===== config.mk =====
export PLATFORM = sky130hd
export DESIGN_NAME = ringosc_freq_meter
export DESIGN_NICKNAME = d
export VERILOG_FILES = /design/src/rtl/ringosc_pkg.sv /design/src/rtl/sync_edge_det.sv /design/src/rtl/ringosc_freq_meter.sv
export SDC_FILE = /design/constraint.sdc
export NUM_CORES = 1
export LEC_CHECK = 0
export BUFFER_PORTS_ARGS = -buffer_cell sky130_fd_sc_hd__buf_2
export CAP_MARGIN = 20
export CORE_UTILIZATION = 47
export CTS_CLUSTER_SIZE = 40
export DETAILED_ROUTE_END_ITERATION = 6
export GPL_ROUTABILITY_DRIVEN = 0
export HOLD_SLACK_MARGIN = 0.08
export PLACE_DENSITY_LB_ADDON = 0.08
export SETUP_SLACK_MARGIN = 0.2
export SLEW_MARGIN = 30
export SYNTH_ARGS = -nofsm -noshare
export SYNTH_HDL_FRONTEND = slang
export SYNTH_SLANG_ARGS = --single-unit

===== constraint.sdc =====
create_clock -name clk -period 4 [get_ports clk]
set_input_delay 0.2 -clock clk [delete_from_list [all_inputs] [get_ports clk]]
set_output_delay 0.2 -clock clk [all_outputs]
set_load 0.01 [all_outputs]

===== src/rtl/ringosc_pkg.sv =====
// rtl/ringosc_pkg.sv - shared types and default sizing for the ring-oscillator frequency meter
package ringosc_pkg;

    typedef enum logic [1:0] {
        IDLE   = 2'd0,
        SETTLE = 2'd1,
        GATE   = 2'd2,
        DONE   = 2'd3
    } freq_state_t;

    localparam int DEF_COUNT_W       = 16;
    localparam int DEF_GATE_W        = 16;
    localparam int DEF_SETTLE_CYCLES = 8;

endpackage


===== src/rtl/sync_edge_det.sv =====
// rtl/sync_edge_det.sv - 2-FF synchronizer with registered rising-edge pulse
module sync_edge_det (
    input  logic clk,
    input  logic rst_n,
    input  logic i_async,
    output logic o_pulse
);

    (* keep = "true" *) logic r_meta;
    (* keep = "true" *) logic r_sync;
    logic r_prev;
    logic r_pulse;

    always_ff @(posedge clk) begin
        if (!rst_n) begin
            r_meta  <= 1'b0;
            r_sync  <= 1'b0;
            r_prev  <= 1'b0;
            r_pulse <= 1'b0;
        end else begin
            r_meta  <= i_async;
            r_sync  <= r_meta;
            r_prev  <= r_sync;
            r_pulse <= r_sync & ~r_prev;
        end
    end

    assign o_pulse = r_pulse;

endmodule


===== src/rtl/ringosc_freq_meter.sv =====
// rtl/ringosc_freq_meter.sv - gated edge counter that measures the ring-oscillator output
module ringosc_freq_meter
    import ringosc_pkg::*;
#(
    parameter int COUNT_W       = DEF_COUNT_W,
    parameter int GATE_W        = DEF_GATE_W,
    parameter int SETTLE_CYCLES = DEF_SETTLE_CYCLES
) (
    input  logic               clk,
    input  logic               rst_n,
    input  logic               osc_in,
    input  logic               start,
    input  logic [GATE_W-1:0]  gate_len,
    output logic               osc_en,
    output logic               busy,
    output logic               done,
    output logic [COUNT_W-1:0] count,
    output logic               overflow
);

    localparam int SET_W = (SETTLE_CYCLES > 1) ? $clog2(SETTLE_CYCLES) : 1;

    logic w_edge;

    sync_edge_det u_sync_edge_det (
        .clk     (clk),
        .rst_n   (rst_n),
        .i_async (osc_in),
        .o_pulse (w_edge)
    );

    freq_state_t        r_state;
    logic [SET_W-1:0]   r_settle_cnt;
    logic [GATE_W-1:0]  r_gate_last;
    logic [GATE_W-1:0]  r_gate_cnt;
    logic [COUNT_W-1:0] r_edge_cnt;
    logic               r_ovf;
    logic [COUNT_W-1:0] r_count;
    logic               r_overflow;
    logic               r_osc_en;
    logic               r_busy;
    logic               r_done;

    logic               w_cnt_max;
    logic [COUNT_W-1:0] w_edge_cnt_nxt;
    logic               w_ovf_nxt;

    // An edge arriving while already at all-ones is dropped and flagged instead of wrapping.
    always_comb begin
        w_cnt_max      = &r_edge_cnt;
        w_edge_cnt_nxt = r_edge_cnt;
        w_ovf_nxt      = r_ovf;
        if (w_edge) begin
            if (w_cnt_max) begin
                w_ovf_nxt = 1'b1;
            end else begin
                w_edge_cnt_nxt = r_edge_cnt + COUNT_W'(1);
            end
        end
    end

    always_ff @(posedge clk) begin
        if (!rst_n) begin
            r_state      <= IDLE;
            r_settle_cnt <= '0;
            r_gate_last  <= '0;
            r_gate_cnt   <= '0;
            r_edge_cnt   <= '0;
            r_ovf        <= 1'b0;
            r_count      <= '0;
            r_overflow   <= 1'b0;
            r_osc_en     <= 1'b0;
            r_busy       <= 1'b0;
            r_done       <= 1'b0;
        end else begin
            r_done <= 1'b0;
            case (r_state)
                IDLE: begin
                    if (start) begin
                        // Counters run down to zero, so hold length-1; a zero length means one cycle.
                        r_gate_last  <= (gate_len == '0) ? '0 : gate_len - GATE_W'(1);
                        r_settle_cnt <= SET_W'(SETTLE_CYCLES - 1);
                        r_osc_en     <= 1'b1;
                        r_busy       <= 1'b1;
                        r_state      <= SETTLE;
                    end
                end
                SETTLE: begin
                    if (r_settle_cnt == '0) begin
                        r_edge_cnt <= '0;
                        r_ovf      <= 1'b0;
                        r_gate_cnt <= r_gate_last;
                        r_state    <= GATE;
                    end else begin
                        r_settle_cnt <= r_settle_cnt - SET_W'(1);
                    end
                end
                GATE: begin
                    r_edge_cnt <= w_edge_cnt_nxt;
                    r_ovf      <= w_ovf_nxt;
                    if (r_gate_cnt == '0) begin
                        r_count    <= w_edge_cnt_nxt;
                        r_overflow <= w_ovf_nxt;
                        r_done     <= 1'b1;
                        r_osc_en   <= 1'b0;
                        r_state    <= DONE;
                    end else begin
                        r_gate_cnt <= r_gate_cnt - GATE_W'(1);
                    end
                end
                DONE: begin
                    r_busy  <= 1'b0;
                    r_state <= IDLE;
                end
                default: begin
                    r_osc_en <= 1'b0;
                    r_busy   <= 1'b0;
                    r_state  <= IDLE;
                end
            endcase
        end
    end

    assign osc_en   = r_osc_en;
    assign busy     = r_busy;
    assign done     = r_done;
    assign count    = r_count;
    assign overflow = r_overflow;

endmodule


==> results of run 1 <==
-- cell usage after synthesis (7+ instances only) --
library cell  number  area (µm²)
clkbuf_1          19        71.3
mux2i_1           11         110
nand3_1           19        95.1
dfxtp_1           78        1560
o21ai_0           43         215
nor2_1            34         128
or3_1              8        50.1
nor3_1            19        95.1
and3_1             8        50.1
a21oi_1           50         250
inv_1             15        56.3
xnor2_1           13         114
nand2_1           73         274
nand4_1            7        43.8
xor2_1             7        61.3
ha_1               9         113
-- worst register-to-register path, stage by stage, from the launching register on --
cell and delay, ns:
dfxtp_1 0.34, inv_1 0.11, ha_1 0.15, buf_4 0.30
or4b_4 0.54, nor4_4 0.65, buf_4 0.33, nor2_1 0.06
a211oi_1 0.22
-- layout make-up --
| class | count | share of cell area (%) |
|---|---|---|
| multi-input cells | 402 | 52.3 |
| flip-flops and latches | 78 | 33.6 |
| repair buffers | 49 | 5.93 |
| well taps | 105 | 2.83 |
| clock buffers | 10 | 2.75 |
| clock inverters | 6 | 1.35 |
| inverters | 15 | 1.21 |
-- kinds of logic (layout without fill, tap and decap cells) --
logic type	after synthesis	count (layout)	share of synthesized area [%]
buf+inv	41	80	4.10
compound gates	150	150	22.3
fa+ha+maj	9	9	2.71
simple gates	209	209	25.6
mux	14	14	3.46
xor+xnor	20	20	4.22
flops	78	78	37.6
-- state kept, by name, indices dropped and copies added (netlist names), 2 cells and up --
register / flops
r_gate_cnt: 16
r_settle_cnt: 3
r_state: 2
count: 16
r_edge_cnt: 16
r_gate_last: 16
-- worst max path at each step --
stage | slack (ns) | end | startpoint | depth (start not counted)
5_1_grt | 1.03 | count[4] | r_state[0] | 8
2_1_floorplan | 1.98 | count[6] | r_state[0] | 7
6_report | 1.21 | count[0] | r_state[0] | 8
4_1_cts | 1.17 | count[0] | r_state[0] | 8
3_3_place_gp | 1.31 | count[5] | r_state[0] | 8
3_5_place_dp | 1.17 | count[0] | r_state[0] | 8
-- placed cells by master, fill, tap and decap left out, drive strengths merged, types with 3 or more instances in the layout --
master	count
dfxtp	78
nand2	73
a21oi	50
o21ai	49
buf	47
nor2	35
nor3	20
nand3	19
inv	15
xnor2	13
mux2i	11
clkbuf	10
ha	9
or3	8
and3	8
nand4	8
nor4	8
xor2	7
nand2b	6
o32ai	6
or4	6
o21a	5
and2	5
o31ai	5
o2bb2ai	4
a22o	4
o22ai	4
a211oi	4
o211ai	3
a31oi	3
and4	3
nor2b	3
mux2	3
a311oi	3
clkinvlp	3
or4b	3
-- per-layer routing --
| layer | global-route usage (%) | part of all wire [%] |
|---|---|---|
| met1 | 27.8 | 45 |
| met2 | 38.9 | 49 |
| met3 | 3.32 | 3.5 |
| met4 | 9.70 | 1.9 |
| met5 | 0 | 0 |
-- power by group --
| part | total (mW) | switching (mW) | internal (mW) |
|---|---|---|---|
| logic | 1.17 | 0.731 | 0.435 |
| clock network | 0.589 | 0.302 | 0.286 |
| registers | 0.999 | 0.0909 | 0.908 |
==> impl_metrics.json, run 1 <==
{
  "status": "complete, no violations",
  "cp-start-kind": "register",
  "final_util_pct": 55.4,
  "power_density_mw_per_mm2": 593,
  "drt_first_pass_iters": 4,
  "clockBufferDepth": 2,
  "rows": 33,
  "cp-end-kind": "register",
  "whs_endpoint": "r_gate_last[14]",
  "postCtsHoldBufs": 2,
  "ys_warn_count": 0,
  "slew_viol_final": 0,
  "fin_ws_ns": 1.21,
  "crit_top_cell": "buf_4",
  "nets": 584,
  "dp_cells": 647,
  "drc": 0,
  "finalCriticalPeriod_ns": 2.79,
  "multi_input_area_mm2": 0.00243,
  "timing.rr.end": "count[0]",
  "worst_clock_skew_ns": 0.0128,
  "netlist_area_mm2": 0.00415,
  "grt_overflow": 0,
  "path_buf_inv": 3,
  "post-place-ws_ns": 1.17,
  "routed_wl_mm": 9.89,
  "cts_setup_buffers": 0,
  "coreArea_mm2": 0.00838,
  "worst-slew-pin-transition_ns": 0.776,
  "p_total_mw": 2.75,
  "grt_pass1_wl_mm": 16.2,
  "cts_resized": 0,
  "crit_required_ns": 4.27,
  "reg2reg_depth": 8,
  "area_growth_pct": 11.8,
  "port_buffers": 39,
  "reg2reg_from": "r_state[0]",
  "hpwl_mm": 7.02,
  "seq_area_frac_synth_pct": 37.6,
  "die_area_mm2": 0.00922,
  "worstHoldStart": "start",
  "cts.htree.levels": 3,
  "path_class": "register to register",
  "worstPathCellList": "inv_1 > ha_1 > buf_4 > or4b_4 > nor4_4 > buf_4 > nor2_1 > a211oi_1",
  "syn_inst": 521,
  "avgViaCountPerCell": 5.83,
  "drive_gt1_share_pct": 13.6,
  "clk_latency_ns": 0.35,
  "async_flop_share_pct": 0,
  "fin_area_mm2": 0.00464,
  "r2r_setup_slack_ns": 1.21,
  "finalHoldViolations": 0,
  "arrival_ns": 3.05,
  "rsz0062_at_grt": "no",
  "synth.distinct_cells": 58,
  "numCtsBuffers": 9,
  "cp_top_family": "simple AND/OR/NAND/NOR gates",
  "die_h_um": 96.0,
  "root_buffer": "clkbuf_8",
  "placed_area_mm2": 0.00443,
  "whs_path_depth": 2,
  "hold_path_class": "primary input to register",
  "synth_area_per_cell_um2": 7.97,
  "cap_violations": 0,
  "start_util_pct": 49.6,
  "tns_ns": 0,
  "ys_ff_latch": 78,
  "post-route-period-util_pct": 69.7,
  "antenna_found_initial": 0,
  "grt_max_degree": 46,
  "die_w_um": 96.0,
  "finalNonFillerCells": 665,
  "synth-edff-count": 0,
  "cts.sinks": 78,
  "fmax_ghz": 0.359,
  "synth_flop_cell": "dfxtp_1",
  "hold_slack_ns": 0.114,
  "crit_fanout": 32,
  "synth_fp_nets": 550,
  "worst_path_largest_cell_delay_ns": 0.65,
  "diodes": 0,
  "slowest_stage": "nor4_4",
  "ant_nets": 0,
  "p_leak_nw": 1.77,
  "final-seq-area_mm2": 0.00156,
  "cts_tree": "built",
  "clkTransAtPathRegs_ns": 0.09,
  "fillers": 824,
  "io_pins": 40,
  "vias": 3878,
  "wl_per_cell_um": 14.9,
  "max_slew_margin_pct": 48.2,
  "grt_use_total_pct": 22.6,
  "setup_viol": 0,
  "drt_iter0_markers": 144,
  "grt_pass1_vias": 3521,
  "peakVddDrop_mv": 0.199
}
(Power assumes the default switching activity.)
==> run 2, diff against run 1 <==
==> constraint.sdc (replaced) <==
create_clock -name clk -period 2.7 [get_ports clk]
set_input_delay 0.135 -clock clk [delete_from_list [all_inputs] [get_ports clk]]
set_output_delay 0.135 -clock clk [all_outputs]
set_load 0.01 [all_outputs]
==> run 2 against run 1 <==
Effect of this change: die area did not move; wire length is 3.5% higher; clock skew increased by 0.0027 ns; power up 50%; global-route usage up 1.3 points; critical path depth grew 2; flip-flop and latch count unchanged; sequential power up 48%; via count grew 0.13%; clock power increased by 52%; count of clock-buffer cells in the layout did not move; first-iteration DRC count rose by 31%.
==> impl_metrics.json, run 2 (synthesis gave the netlist of run 1 again) <==
{
  "status": "complete, no violations",
  "die_w_um": 96.0,
  "fmax_ghz": 0.449,
  "cts_setup_buffers": 0,
  "start_util_pct": 49.6,
  "peakVddDrop_mv": 0.286,
  "routed_wl_mm": 10.2,
  "cts.htree.levels": 3,
  "drt_iter0_markers": 188,
  "grt_use_total_pct": 23.9,
  "root_buffer": "clkbuf_8",
  "area_growth_pct": 13.4,
  "worst_path_largest_cell_delay_ns": 0.53,
  "p_int_mw": 2.45,
  "diodes": 0,
  "clk_latency_ns": 0.36,
  "drive_gt1_share_pct": 14.3,
  "rsz0062_at_grt": "no",
  "cp-start-kind": "primary input",
  "slowest_stage": "dlygate4sd3_1",
  "clkTransAtPathRegs_ns": 0.08,
  "drc": 0,
  "cts.sinks": 78,
  "worstPathCellList": "dlygate4sd3_1 > buf_2 > inv_1 > ha_1 > or4b_1 > nor3_2 > nand2_1 > o31ai_2 > buf_4 > o21ai_0",
  "p_leak_nw": 1.82,
  "port_buffers": 39,
  "die_area_mm2": 0.00922,
  "slew_viol_final": 0,
  "setup_viol": 0,
  "finalHoldViolations": 0,
  "wl_per_cell_um": 15.2,
  "power_frac_seq_pct": 35.7,
  "power_frac_comb_pct": 42.6,
  "nets": 592,
  "tns_ns": 0,
  "final_cell_mix": "dfxtp_1 (78), nand2_1 (73), a21oi_1 (50), o21ai_0 (43), buf_2 (39)",
  "crit_fanout": 14,
  "hold_path_class": "primary input to register",
  "finalNonFillerCells": 673,
  "max_slew_margin_pct": 56.3,
  "numCtsBuffers": 9,
  "avgViaCountPerCell": 5.77,
  "ant_nets": 0,
  "grt_overflow": 0,
  "power_frac_clock_pct": 21.7,
  "worst_clock_skew_ns": 0.0155,
  "grt_pass1_vias": 3662,
  "rows": 33,
  "path_class": "primary input to register",
  "power_density_mw_per_mm2": 878,
  "clockBufferDepth": 2,
  "power.switching_mw": 1.68,
  "worst-slew-pin-transition_ns": 0.655,
  "vias": 3883,
  "drt_first_pass_iters": 4,
  "cts_tree": "built",
  "sw_frac_of_total_pct": 40.7,
  "layout_commonest_cell": "dfxtp_1",
  "antenna_found_initial": 0,
  "finalCriticalPeriod_ns": 2.23,
  "cp-end-kind": "register",
  "io_pins": 40,
  "final_util_pct": 56.2,
  "coreArea_mm2": 0.00838,
  "die_h_um": 96.0,
  "crit_required_ns": 2.93,
  "grt_max_degree": 46,
  "dp_cells": 653,
  "hpwl_mm": 7.29,
  "cap_violations": 0,
  "arrival_ns": 2.46,
  "post-route-period-util_pct": 82.5,
  "grt_pass1_wl_mm": 17.1
}
-- run 2: final timing paths --
kind	start	to	slack (ns)	depth (start not counted)
hold reg to reg	u_sync_edge_det.r_prev	u_sync_edge_det.o_pulse	0.41	1
setup / recovery	gate_len[0]	r_gate_last[7]	0.47	10
setup reg to reg	r_state[0]	r_gate_cnt[0]	0.55	7
hold / removal	gate_len[9]	r_gate_last[9]	0.10	3
-- run 2: metal layers --
layer / part of all wire (%) / track usage, % / routed length [µm] / up-vias
li1: - / - / - / 1993
met1: 45 / 28.8 / 4590 / 1780
met2: 49 / 42.3 / 5060 / 91
met3: 3.4 / 3.24 / 343 / 19
met4: 2.3 / 10.1 / 236 / 0
met5: 0 / 0 / 0 / -
-- run 2: final cells by class --
class	instances	area, µm²
Fill cell	829	3670
Multi-Input combinational cell	402	2420
Sequential cell	78	1560
Timing Repair Buffer	57	340
Tap cell	105	131
Clock buffer	10	128
Clock inverter	6	71.3
Inverter	15	56.3
-- run 2: critical path, delay by kind of cell --
family	cells	cell delay (ns)
buffers and inverters	4	0.92
AO/OA/AOI/OAI	2	0.30
adder cells (fa/ha/maj)	1	0.18
AND/OR/NAND/NOR	3	0.93
-- run 2: through the flow --
step	area [µm²]	worst slack, ns	total power [mW]	hold WS (ns)
floorplan	4150	0.679	2.76	0.248
global placement	4470	0.644	3.22	0.342
detailed placement	4470	0.558	3.25	0.345
CTS	4710	0.456	4.15	0.0907
global route	4710	0.295	4.44	0.114
finish	4710	0.472	4.14	0.102
-- run 2: what timing repair did --
item,4_1_cts,5_1_grt
resized for setup,0,0
hold endpoints to repair,4,0
hold buffers,4,0
-- run 2: power groups by stage --
stage,logic (mW),clock network (mW),registers (mW)
final,1.76,0.898,1.48
after global placement,1.72,0,1.50
after detailed placement,1.74,0,1.50
after CTS,1.76,0.917,1.48
after global routing,1.98,0.960,1.50
after floorplan,1.25,0,1.51
